**src/rtl/bcd_to_bin_if.sv**
```systemverilog
// Handshake bundle between the BCD entry logic and the BCD-to-binary converter.
// The requester drives start/bcd_in; the converter returns the result and status flags.
interface bcd_to_bin_if #(
  parameter int DIGITS = 2,
  parameter int BIN_W  = 7
);
  logic                  start;
  logic [4*DIGITS-1:0]   bcd_in;
  logic [BIN_W-1:0]      bin_out;
  logic                  busy;
  logic                  done;
  logic                  err;

  modport master (
    output start, bcd_in,
    input  bin_out, busy, done, err
  );

  modport slave (
    input  start, bcd_in,
    output bin_out, busy, done, err
  );
endinterface

```
**src/rtl/bcd_to_bin.sv**
```systemverilog
// Sequential BCD-to-binary converter using reverse double-dabble, one bit per clock.
// Non-decimal digits are rejected at start with an immediate err/done pulse.
module bcd_to_bin #(
  parameter int DIGITS = 2,
  parameter int BIN_W  = 7
) (
  input  logic        clk,
  input  logic        reset,
  bcd_to_bin_if.slave bus
);

  localparam int BCD_W = 4 * DIGITS;
  localparam int SR_W  = BCD_W + BIN_W;
  localparam int CNT_W = $clog2(BIN_W + 1);

  typedef enum logic [0:0] {
    S_IDLE  = 1'b0,
    S_SHIFT = 1'b1
  } state_t;

  state_t             state_q, state_d;
  logic [SR_W-1:0]    sr_q, sr_d;
  logic [CNT_W-1:0]   cnt_q, cnt_d;
  logic [BIN_W-1:0]   bin_q, bin_d;
  logic               err_q, err_d;
  logic               done_q, done_d;
  logic               busy_q, busy_d;
  logic [SR_W-1:0]    sr_shift;

  function automatic logic all_decimal(input logic [BCD_W-1:0] v);
    logic ok;
    ok = 1'b1;
    for (int i = 0; i < DIGITS; i++) begin
      if (v[4*i +: 4] > 4'd9) begin
        ok = 1'b0;
      end else begin
        ok = ok;
      end
    end
    return ok;
  endfunction

  // Shift right one bit, then pull every BCD field that reached 8 or more back down by 3.
  function automatic logic [SR_W-1:0] shift_adjust(input logic [SR_W-1:0] sr);
    logic [SR_W-1:0] s;
    logic [3:0]      f;
    s = {1'b0, sr[SR_W-1:1]};
    for (int i = 0; i < DIGITS; i++) begin
      f = s[BIN_W + 4*i +: 4];
      if (f >= 4'd8) begin
        s[BIN_W + 4*i +: 4] = f - 4'd3;
      end else begin
        s[BIN_W + 4*i +: 4] = f;
      end
    end
    return s;
  endfunction

  // Next-state and next-output computation for the IDLE/SHIFT controller.
  always_comb begin
    state_d  = state_q;
    sr_d     = sr_q;
    cnt_d    = cnt_q;
    bin_d    = bin_q;
    err_d    = err_q;
    done_d   = 1'b0;
    busy_d   = busy_q;
    sr_shift = shift_adjust(sr_q);
    case (state_q)
      S_IDLE: begin
        if (bus.start) begin
          if (all_decimal(bus.bcd_in)) begin
            sr_d    = {bus.bcd_in, {BIN_W{1'b0}}};
            cnt_d   = {CNT_W{1'b0}};
            busy_d  = 1'b1;
            state_d = S_SHIFT;
          end else begin
            bin_d   = {BIN_W{1'b0}};
            err_d   = 1'b1;
            done_d  = 1'b1;
            busy_d  = 1'b0;
            state_d = S_IDLE;
          end
        end else begin
          busy_d  = 1'b0;
          state_d = S_IDLE;
        end
      end
      S_SHIFT: begin
        sr_d  = sr_shift;
        cnt_d = cnt_q + CNT_W'(1);
        // The BIN_W-th shift leaves the whole value in the binary field.
        if (cnt_q == CNT_W'(BIN_W - 1)) begin
          bin_d   = sr_shift[BIN_W-1:0];
          err_d   = 1'b0;
          done_d  = 1'b1;
          busy_d  = 1'b0;
          state_d = S_IDLE;
        end else begin
          busy_d  = 1'b1;
          state_d = S_SHIFT;
        end
      end
      default: begin
        sr_d    = {SR_W{1'b0}};
        cnt_d   = {CNT_W{1'b0}};
        busy_d  = 1'b0;
        state_d = S_IDLE;
      end
    endcase
  end

  // State, datapath and registered outputs; reset aborts any conversion in flight.
  always_ff @(posedge clk or posedge reset) begin
    if (reset) begin
      state_q <= S_IDLE;
      sr_q    <= {SR_W{1'b0}};
      cnt_q   <= {CNT_W{1'b0}};
      bin_q   <= {BIN_W{1'b0}};
      err_q   <= 1'b0;
      done_q  <= 1'b0;
      busy_q  <= 1'b0;
    end else begin
      state_q <= state_d;
      sr_q    <= sr_d;
      cnt_q   <= cnt_d;
      bin_q   <= bin_d;
      err_q   <= err_d;
      done_q  <= done_d;
      busy_q  <= busy_d;
    end
  end

  assign bus.bin_out = bin_q;
  assign bus.err     = err_q;
  assign bus.done    = done_q;
  assign bus.busy    = busy_q;

endmodule

```
**src/flat_wrapper.sv**
```systemverilog
// flat-port wrapper written by rule: the top's interface ports become plain ports
module bcd_to_bin_flat 
#(
  parameter int DIGITS = 2,
  parameter int BIN_W  = 7
)
  (clk, reset, bus_start, bus_bcd_in, bus_bin_out, bus_busy, bus_done, bus_err);
  bcd_to_bin_if #(.DIGITS(DIGITS), .BIN_W(BIN_W)) bus_i ();
  input  logic clk;
  input  logic reset;
  input wire logic [$bits(bus_i.start)-1:0] bus_start;
  input wire logic [$bits(bus_i.bcd_in)-1:0] bus_bcd_in;
  output wire logic [$bits(bus_i.bin_out)-1:0] bus_bin_out;
  output wire logic [$bits(bus_i.busy)-1:0] bus_busy;
  output wire logic [$bits(bus_i.done)-1:0] bus_done;
  output wire logic [$bits(bus_i.err)-1:0] bus_err;
  assign bus_i.start = bus_start;
  assign bus_i.bcd_in = bus_bcd_in;
  assign bus_bin_out = bus_i.bin_out;
  assign bus_busy = bus_i.busy;
  assign bus_done = bus_i.done;
  assign bus_err = bus_i.err;
  bcd_to_bin #(.DIGITS(DIGITS), .BIN_W(BIN_W)) u_core (.clk(clk), .reset(reset), .bus(bus_i));
endmodule
```
**config.mk**
```make
export PLATFORM = sky130hd
export DESIGN_NAME = bcd_to_bin_flat
export DESIGN_NICKNAME = d
export VERILOG_FILES = /design/src/rtl/bcd_to_bin_if.sv /design/src/rtl/bcd_to_bin.sv /design/src/flat_wrapper.sv
export SDC_FILE = /design/constraint.sdc
export NUM_CORES = 1
export LEC_CHECK = 0
export ABC_CLOCK_PERIOD_IN_PS = 1250
export CORE_MARGIN = 4
export CORE_UTILIZATION = 47
export CTS_BUF_LIST = sky130_fd_sc_hd__clkbuf_16
export DETAILED_ROUTE_END_ITERATION = 6
export HOLD_SLACK_MARGIN = 0.1
export PLACE_DENSITY = 0.78
export SYNTH_ARGS = -nofsm -noshare
export SYNTH_HDL_FRONTEND = slang
export SYNTH_SLANG_ARGS = --single-unit
```
**constraint.sdc**
```tcl
create_clock -name clk -period 1.25 [get_ports clk]
set_input_delay 0.125 -clock clk [delete_from_list [all_inputs] [get_ports clk]]
set_output_delay 0.125 -clock clk [all_outputs]
set_load 0.03 [all_outputs]
```
Word-level counts from Yosys, hierarchy flattened. Cells that the tools add are included.

Flip-flop bits (word level): 28. Latch bits: 0. RAM bits: 0. Bits in read-only memories: 0. Input port bits: 11. Output and inout port bits: 10. Logic and storage cells: 46. Memories: 0.

$add $sub $neg: 2. Multipliers: 0. Div/mod/pow operators: 0. Order comparisons: 3. Equality and inequality tests: 5. Shifts and indexed selects: 0. Multiplexer cells: 27. Bitwise logic cells: 1. Reduce and logical (&&, ||, !) cells: 2.

Operators with widths (count): $mux W15 (2); $pmux W15 S2 (1); $mux W7 (3); $pmux W7 S2 (1); $mux W1 (13); $gt A4 B4 Y1 const B (2); $mux W3 (2); $ne A2 B2 Y1 const B (3); $pmux W1 S2 (3); $pmux W3 S2 (1); $ge A4 B4 Y1 const B (1); $mux W4 (1); $sub A4 B2 Y4 const B (1); $add A3 B1 Y3 const B (1); $eq A3 B3 Y1 const B (1); $reduce_and A3 Y1 (1); $ne A2 B1 Y1 const B (1); $reduce_and A2 Y1 (1); $not A1 Y1 (1).

Depth between registers and ports, before layout. Gate-level depths: netlist of the first run.

Depth after elaboration: 8. Gate-level depth with buffers: 6. Gate-level depth less buffers: 5.

Least setup slack after synthesis of the first run. Ideal clock, no wire load.

Path kind: reg2reg. Start: register u_core.bus.busy (netlist name). End: register u_core.sr_q[11]. Setup time: 120 ps. Arrival: 1281 ps. Data required time: 1130 ps. Path slack: -150 ps. Stages on the path, launching flop included: 5. Buffers on the path: 1. Cell sequence: dfrtp_1 -> buf_2 -> and3b_1 -> a32o_1 -> a31o_1.

RTL lines: end signal: assignment (line bcd_to_bin.sv:117) `sr_q <= {SR_W{1'b0}};`; end signal: assignment (line bcd_to_bin.sv:125) `sr_q <= sr_d;`; end: declaration (line bcd_to_bin.sv:22) `logic [SR_W-1:0] sr_q, sr_d;`.

Final worst setup path of the first run.
Start: input port bus_bcd_in[1]. End: register u_core.sr_q[13].

Longest elaborated chain between the ends: 7.

RTL lines: start: declaration (line flat_wrapper.sv:12) `input wire logic [$bits(bus_i.bcd_in)-1:0] bus_bcd_in;`; $gt A4 B4 Y1 (line bcd_to_bin.sv:34) `if (v[4*i +: 4] > 4'd9) begin`; $mux W1 (2 in a row) (line bcd_to_bin.sv:34); $mux W1 (line bcd_to_bin.sv:71) `if (bus.start) begin`; $mux W1 (line bcd_to_bin.sv:69) `case (state_q)`; $ne A2 B1 Y1 (no line); $reduce_and A2 Y1 (no line).

No other way between the ends. The select of a mux whose other input is x is not followed. A chain may end at the register's enable or synchronous reset.

==> key figures, run 1 <==
Pwr
  • Share of power burned in registers: around 40%
  • Peak supply drop: approximately 1400 µV
  • Int Pwr: roughly 2400 µW
  • Pwr dens: 2211 nW/µm²
  • Logic pwr share: just over 40%
  • Clock Power Share: between 10% and 20%
  • Net switching power: between 1000 and 1500 µW
  • Pwr Total: 3780 µW
  • Leak: 0.0008012 µW
  • Sw Share: between 30% and 40%

Die
  • Full die area: ~3600 µm²
  • Initial Utilization: between 50 and 60%
  • Site Rows: 18
  • Core ar.: between 2000 and 3000 µm²
  • Die Width: around 60 µm
  • I/O Pins: 21
  • Die Y: between 60 and 70 µm

Cells and area
  • Ant diodes: 0
  • Final Core Density: between 60% and 70%
  • Proportion of layout cells with a drive suffix above 1: between 10% and 20%
  • Fin nets: roughly 160
  • Area growth, synth to finish: 33.14%

Global routing
  • Remaining Overflow, GRT: 0
  • Initial antenna violation count: 0
  • Global Route Usage Sum: 15.93%
  • Vias in the first global route: roughly 1000
  • First-pass GRT wire length: about 4300 µm
  • Largest net degree at the start of global routing: 28

Clock tree
  • Clock latency on the worst-skew pair: ~0.26 ns
  • Clock tree buffer depth: 2
  • TritonCTS clock tree: done
  • Htree depth: 1
  • CTS clk-pin slew, worst paths: roughly 0.070 ns
  • CTS root buf: clkbuf_16
  • CTS Sinks: 27
  • # hold bufs at CTS: 0
  • Cts bufs inserted: 3

Logic synthesis
  • Synth Cell Area: approximately 1300 µm²
  • Synth Register Bits: 27
  • Post-synthesis average cell area: approximately 11 µm²
  • Mapped Cells: 118
  • Area leader, netlist: dfrtp_1
  • Synth Flop Type: dfrtp_1
  • FFs w/ async S/R, synth: 100.0%
  • Synth warn: 0
  • Top post-synthesis cells by area: dfrtp_1 (53%), a22o_1 (4.8%), nand2_1 (4.7%)
  • Yosys top cell area share: between 50% and 60%
  • Post-synth EDFFs: 0
  • Yosys cell types: 38
  • Mapped Nets: approximately 130
  • Register area share after synthesis: 52.63%

Route
  • DRT Wirelength: 2698 µm
  • Vias per inst: between 5 and 6
  • # DRC: 0
  • Starting DRT DRC Count: 57
  • Pre-Repair DR Iteration Count: 4
  • Vias post-DR: roughly 1000
  • DR WL/cell: about 15 µm
  • Final ANT Viol Nets: 0

STA
  • Max transition margin: between 70% and 80%
  • Worst setup margin: 0.01067 ns
  • Max Clock Freq: 806.9 MHz
  • Fin crit period: ~1.2 ns
  • RSZ-0062 raised after global routing: yes
  • Setup violators final: 0
  • Hold Vio Cnt, Final: 0
  • Clock Skews: about 0.0028 ns
  • Hold slack: about 0.19 ns
  • Fin. max-slew vios: 0
  • Worst Tran Pin Value: 0.3191 ns
  • Setup TNS: 0 ns
  • Tcrit/Tclk final: between 90% and 100%

Setup path
  • Worst Path Max Fanout: 6
  • CP Launch Type: input pin
  • Crit Path Class: input pin to flip-flop
  • CP endpoint kind: flip-flop
  • CP arrival: around 1.4 ns
  • Register-to-Register Path Depth: 3
  • CP required: approximately 1.4 ns

Place
  • Port Buffer Count: 20
  • GPL Wtd Cong: approximately 0.85
  • DP Worst Slack: -0.3464 ns
  • Detailed placer's ending HPWL: 1867 µm

Job
  • Max Cap Viol: 0

Hold path
  • Type of the worst min-delay path: input pin to asynchronous set/reset pin

Outcome
  • Status: completed
## routing by layer
layer / vias to the layer above / global-route usage [%] / wire length [µm]
li1: 487 / - / -
met1: 497 / 20.43 / 1249
met2: 25 / 26.70 / 1281
met3: 3 / 3.672 / 148
met4: 0 / 4.430 / 19
met5: - / 0 / 0
## layout by cell type, fill, tap and decap left out, types with 3 or more instances in the layout
master           synthesis  routed
a22o_1                   7       7
a31oi_1                  4       4
buf_4                    0      10
clkbuf_16                0       3
clkdlybuf4s50_1          0      10
dfrtp_1                 27      26
dlygate4sd2_1            0       9
ha_1                     4       3
inv_1                    8       8
nand2_1                 16      16
nand2b_1                 3       3
o21ai_0                  6       6
## metrics by stage
step           std cells  cell area, µm²
6_report             178            1709
5_1_grt              178            1709
4_1_cts              177            1669
3_5_place_dp         173            1585
3_3_place_gp         173            1585
2_1_floorplan        118            1301
## cell usage after synthesis (all sizes together) (3+ instances only)
| master | instances |
|---|---|
| clkbuf | 3 |
| a22o | 7 |
| nand2 | 16 |
| o21ai | 8 |
| a31oi | 5 |
| buf | 4 |
| inv | 8 |
| ha | 4 |
| nand2b | 3 |
| dfrtp | 27 |
## logic make-up (layout without fill, tap and decap cells)
| family | after synthesis | after routing | share of synthesized area [%] |
|---|---|---|---|
| compound gates | 36 | 37 | 22.51 |
| buf+inv | 15 | 44 | 5.263 |
| fa+ha+maj | 4 | 4 | 3.899 |
| simple gates | 30 | 30 | 11.21 |
| mux | 3 | 3 | 2.437 |
| flops | 27 | 27 | 52.63 |
| xor+xnor | 3 | 3 | 2.047 |
## worst max-delay path, stage by stage
cell and delay [ns]:
clkdlybuf4s50_1 0.46, o21ai_4 0.22, a31oi_2 0.18, a221o_1 0.39
## power by group through the flow
| stage | Combinational, µW | Sequential [µW] | Clock [µW] |
|---|---|---|---|
| after detailed placement | 1560 | 1500 | 0 |
| after floorplan | 878 | 1680 | 0 |
| final | 1540 | 1500 | 742 |
| after global placement | 1500 | 1480 | 0 |
| after CTS | 1500 | 1490 | 756 |
| after global routing | 1710 | 1550 | 782 |
## flip-flops by register name, indices dropped and copies added, names as in the netlist
register and flops:
u_core.bus.bin_out 7, u_core.cnt_q 3, u_core.bus.busy 1, u_core.sr_q 14
u_core.bus.done 1, u_core.bus.err 1
## timing repair
action,CTS,global route
gates resized for setup,11,8
pin swaps,0,2
cloned,0,1
setup endpoints to repair,17,21
buffers inserted,0,0
## path summary, 6_finish.rpt
path	end	slack, ns	start
worst min register to register	u_core.bus.bin_out[0]	0.51	u_core.sr_q[1]
worst min-delay path	u_core.bus.done	0.19	reset
worst max-delay path	u_core.sr_q[13]	0.01	bus_bcd_in[1]
worst max register to register	u_core.sr_q[13]	0.02	u_core.bus.busy
max in group asynchronous	u_core.bus.busy	0.89	reset
min in group clk	u_core.sr_q[7]	0.50	bus_bcd_in[0]
## layout make-up
class	instances	area (µm²)
flip-flops and latches	27	676.9
fillers	203	835.8
clock buffers	3	75.07
inverters	8	30.03
repair buffers	32	296.5
well taps	30	37.54
clock inverters	1	7.507
multi-input cells	77	585.6
Power figures use the tool's default switching activity.
==> run 2, diff against run 1 <==
- RECOVER_POWER: not set -> 50
==> run 2 against run 1 <==
Against the previous run:
- combinational power about the same
- power decreased by 0.16%
- setup slack about the same
- via count decreased by 0.20%
- hold slack improved by 0.29 ns
- highest routed layer unchanged
==> key figures, run 2 (synthesis results as in run 1) <==
Place
  • GPL Wtd Cong: about 0.85
  • DP Worst Slack: -0.3464 ns
  • Detailed placer's ending HPWL: 1867 µm
  • Port Buffer Count: 20

Route
  • DRT Wirelength: ~2700 µm
  • Final ANT Viol Nets: 0
  • Vias per inst: between 5 and 6
  • Pre-Repair DR Iteration Count: 4
  • DR WL/cell: 15.16 µm
  • Vias post-DR: 1010
  • Starting DRT DRC Count: 59
  • # DRC: 0

Cells and area
  • Area growth, synth to finish: 31.97%
  • Fill cells: a little over 200
  • Fin nets: about 160
  • Most frequent cells in the layout: dfrtp_1 (26), nand2_1 (16), buf_4 (10)
  • Commonest non-fill, non-tap cell in the layout: dfrtp_1
  • Area of the multi-input gates: slightly below 600 µm²
  • Reg with most FFs: u_core.sr_q
  • Proportion of layout cells with a drive suffix above 1: 19.59%
  • Register area: between 600 and 700 µm²
  • Ant diodes: 0
  • Max reg flops: 14

Clock tree
  • CTS root buf: clkbuf_16
  • Cts bufs inserted: 3
  • Htree depth: 1
  • Clock latency on the worst-skew pair: between 0.2 and 0.3 ns
  • CTS Sinks: 27
  • # hold bufs at CTS: 0
  • Clock tree buffer depth: 2
  • TritonCTS clock tree: done
  • CTS clk-pin slew, worst paths: approximately 0.070 ns

Pwr
  • Pwr dens: around 2200 nW/µm²
  • Leak: approximately 0.0008 µW
  • Pwr Total: around 3800 µW
  • Peak supply drop: 1407 µV

Outcome
  • Status: completed

Die
  • Full die area: between 3000 and 4000 µm²
  • Initial Utilization: 50.44%
  • I/O Pins: 21
  • Core ar.: approximately 2500 µm²
  • Die Y: 60.26 µm
  • Site Rows: 18
  • Die Width: between 60 and 70 µm

Global routing
  • Global Route Usage Sum: 15.93%
  • Global routing's busiest layer: met2
  • Met2 Usage GRT: a little over a quarter
  • Initial antenna violation count: 0
  • Remaining Overflow, GRT: 0
  • First-pass GRT wire length: around 4300 µm
  • Met1 Use GR: between 20% and 30%
  • Vias in the first global route: about 1000
  • Largest net degree at the start of global routing: 28
  • GR Util met3: 3.672%

STA
  • Max transition margin: about 55%
  • Max Clock Freq: a little over 800 MHz
  • RSZ-0062 raised after global routing: yes
  • Fin. max-slew vios: 0
  • Fin crit period: 1.239 ns
  • Setup violators final: 0
  • Hold Vio Cnt, Final: 0
  • Tcrit/Tclk final: 99.15%
  • Worst Tran Pin Value: approximately 0.67 ns
  • Clock Skews: about 0.003 ns
  • Worst setup margin: roughly 0.011 ns

Setup path
  • Slowest cell on the critical path: clkdlybuf4s50_1
  • CP arrival: roughly 1.4 ns
  • CP endpoint kind: flip-flop
  • Crit Path Class: input pin to flip-flop
  • Worst Path Max Fanout: 6
  • Worst-path cell chain: clkdlybuf4s50_1 > o21ai_4 > a31oi_2 > a221o_1
  • CP Launch Type: input pin
  • Crit path largest cell delay: 0.46 ns
  • Cell family with the largest share of critical-path delay: compound AO/OA/AOI/OAI gates
  • CP required: 1.39 ns
  • Buffers and inverters on the worst path: 1

Hold path
  • Type of the worst min-delay path: input pin to asynchronous set/reset pin

Job
  • Max Cap Viol: 0
-- run 2: cell types whose count changed in the layout (fill, tap and decap cells not counted) --
cell             change
dlygate4sd3_1        +1
clkbuf_2             +1
buf_12               -1
clkdlybuf4s50_1      -1
-- run 2: area by class of cell --
class / count / share of cell area [%]
clock buffers: 3 / 4.431
clock inverters: 1 / 0.4431
inverters: 8 / 1.773
well taps: 30 / 2.216
repair buffers: 32 / 16.62
flip-flops and latches: 27 / 39.96
multi-input cells: 77 / 34.56
-- run 2: timing repair --
| item | in CTS | in global routing |
|---|---|---|
| pin swaps | 0 | 2 |
| setup buffers | 0 | 0 |
| setup endpoints to repair | 17 | 21 |
| gates cloned | 0 | 1 |
| gates resized for setup | 11 | 8 |
-- run 2: tightest hold or removal path, stage by stage --
cell and delay [ns]:
dlygate4sd3_1 0.54, inv_1 0.05, clkbuf_2 0.53
-- run 2: metal layers --
layer  vias to the layer above  share of wire [%]
met5                         -                  0
met4                         0               0.70
met3                         3                5.4
met2                        25                 47
met1                       496                 47
li1                        486                  -
-- run 2: path summary, 6_finish.rpt --
check / from / endpoint / slack, ns / cells after the start
min in group clk: bus_bcd_in[0] / u_core.sr_q[7] / 0.50 / 3
hold / removal: reset / u_core.sr_q[9] / 0.48 / 3
setup / recovery: bus_bcd_in[1] / u_core.sr_q[13] / 0.01 / 4
setup reg to reg: u_core.bus.busy / u_core.sr_q[13] / 0.02 / 3
hold reg to reg: u_core.sr_q[1] / u_core.bus.bin_out[0] / 0.51 / 2
max in group asynchronous: reset / u_core.bus.busy / 0.30 / 3
-- run 2: report_power, final --
group	leakage (µW)	switching (µW)	total, µW	internal, µW
Clock	0.0000371	307	743	435
Combinational	0.000411	835	1540	700
Sequential	0.000348	280	1500	1220
Total	0.000796	1420	3770	2350
-- run 2: per-stage QoR --
step	cells	area [µm²]	hold slack (ns)	util (%)	TNS [ns]
floorplan	118	1301	0.1776	-	-0.01235
global placement	173	1585	0.4733	62.29	-5.234
detailed placement	173	1585	0.4757	62.29	-6.595
CTS	177	1669	0.2019	65.59	-0.008322
global route	178	1694	0.5239	66.57	-0.07791
finish	178	1694	0.4819	66.57	0
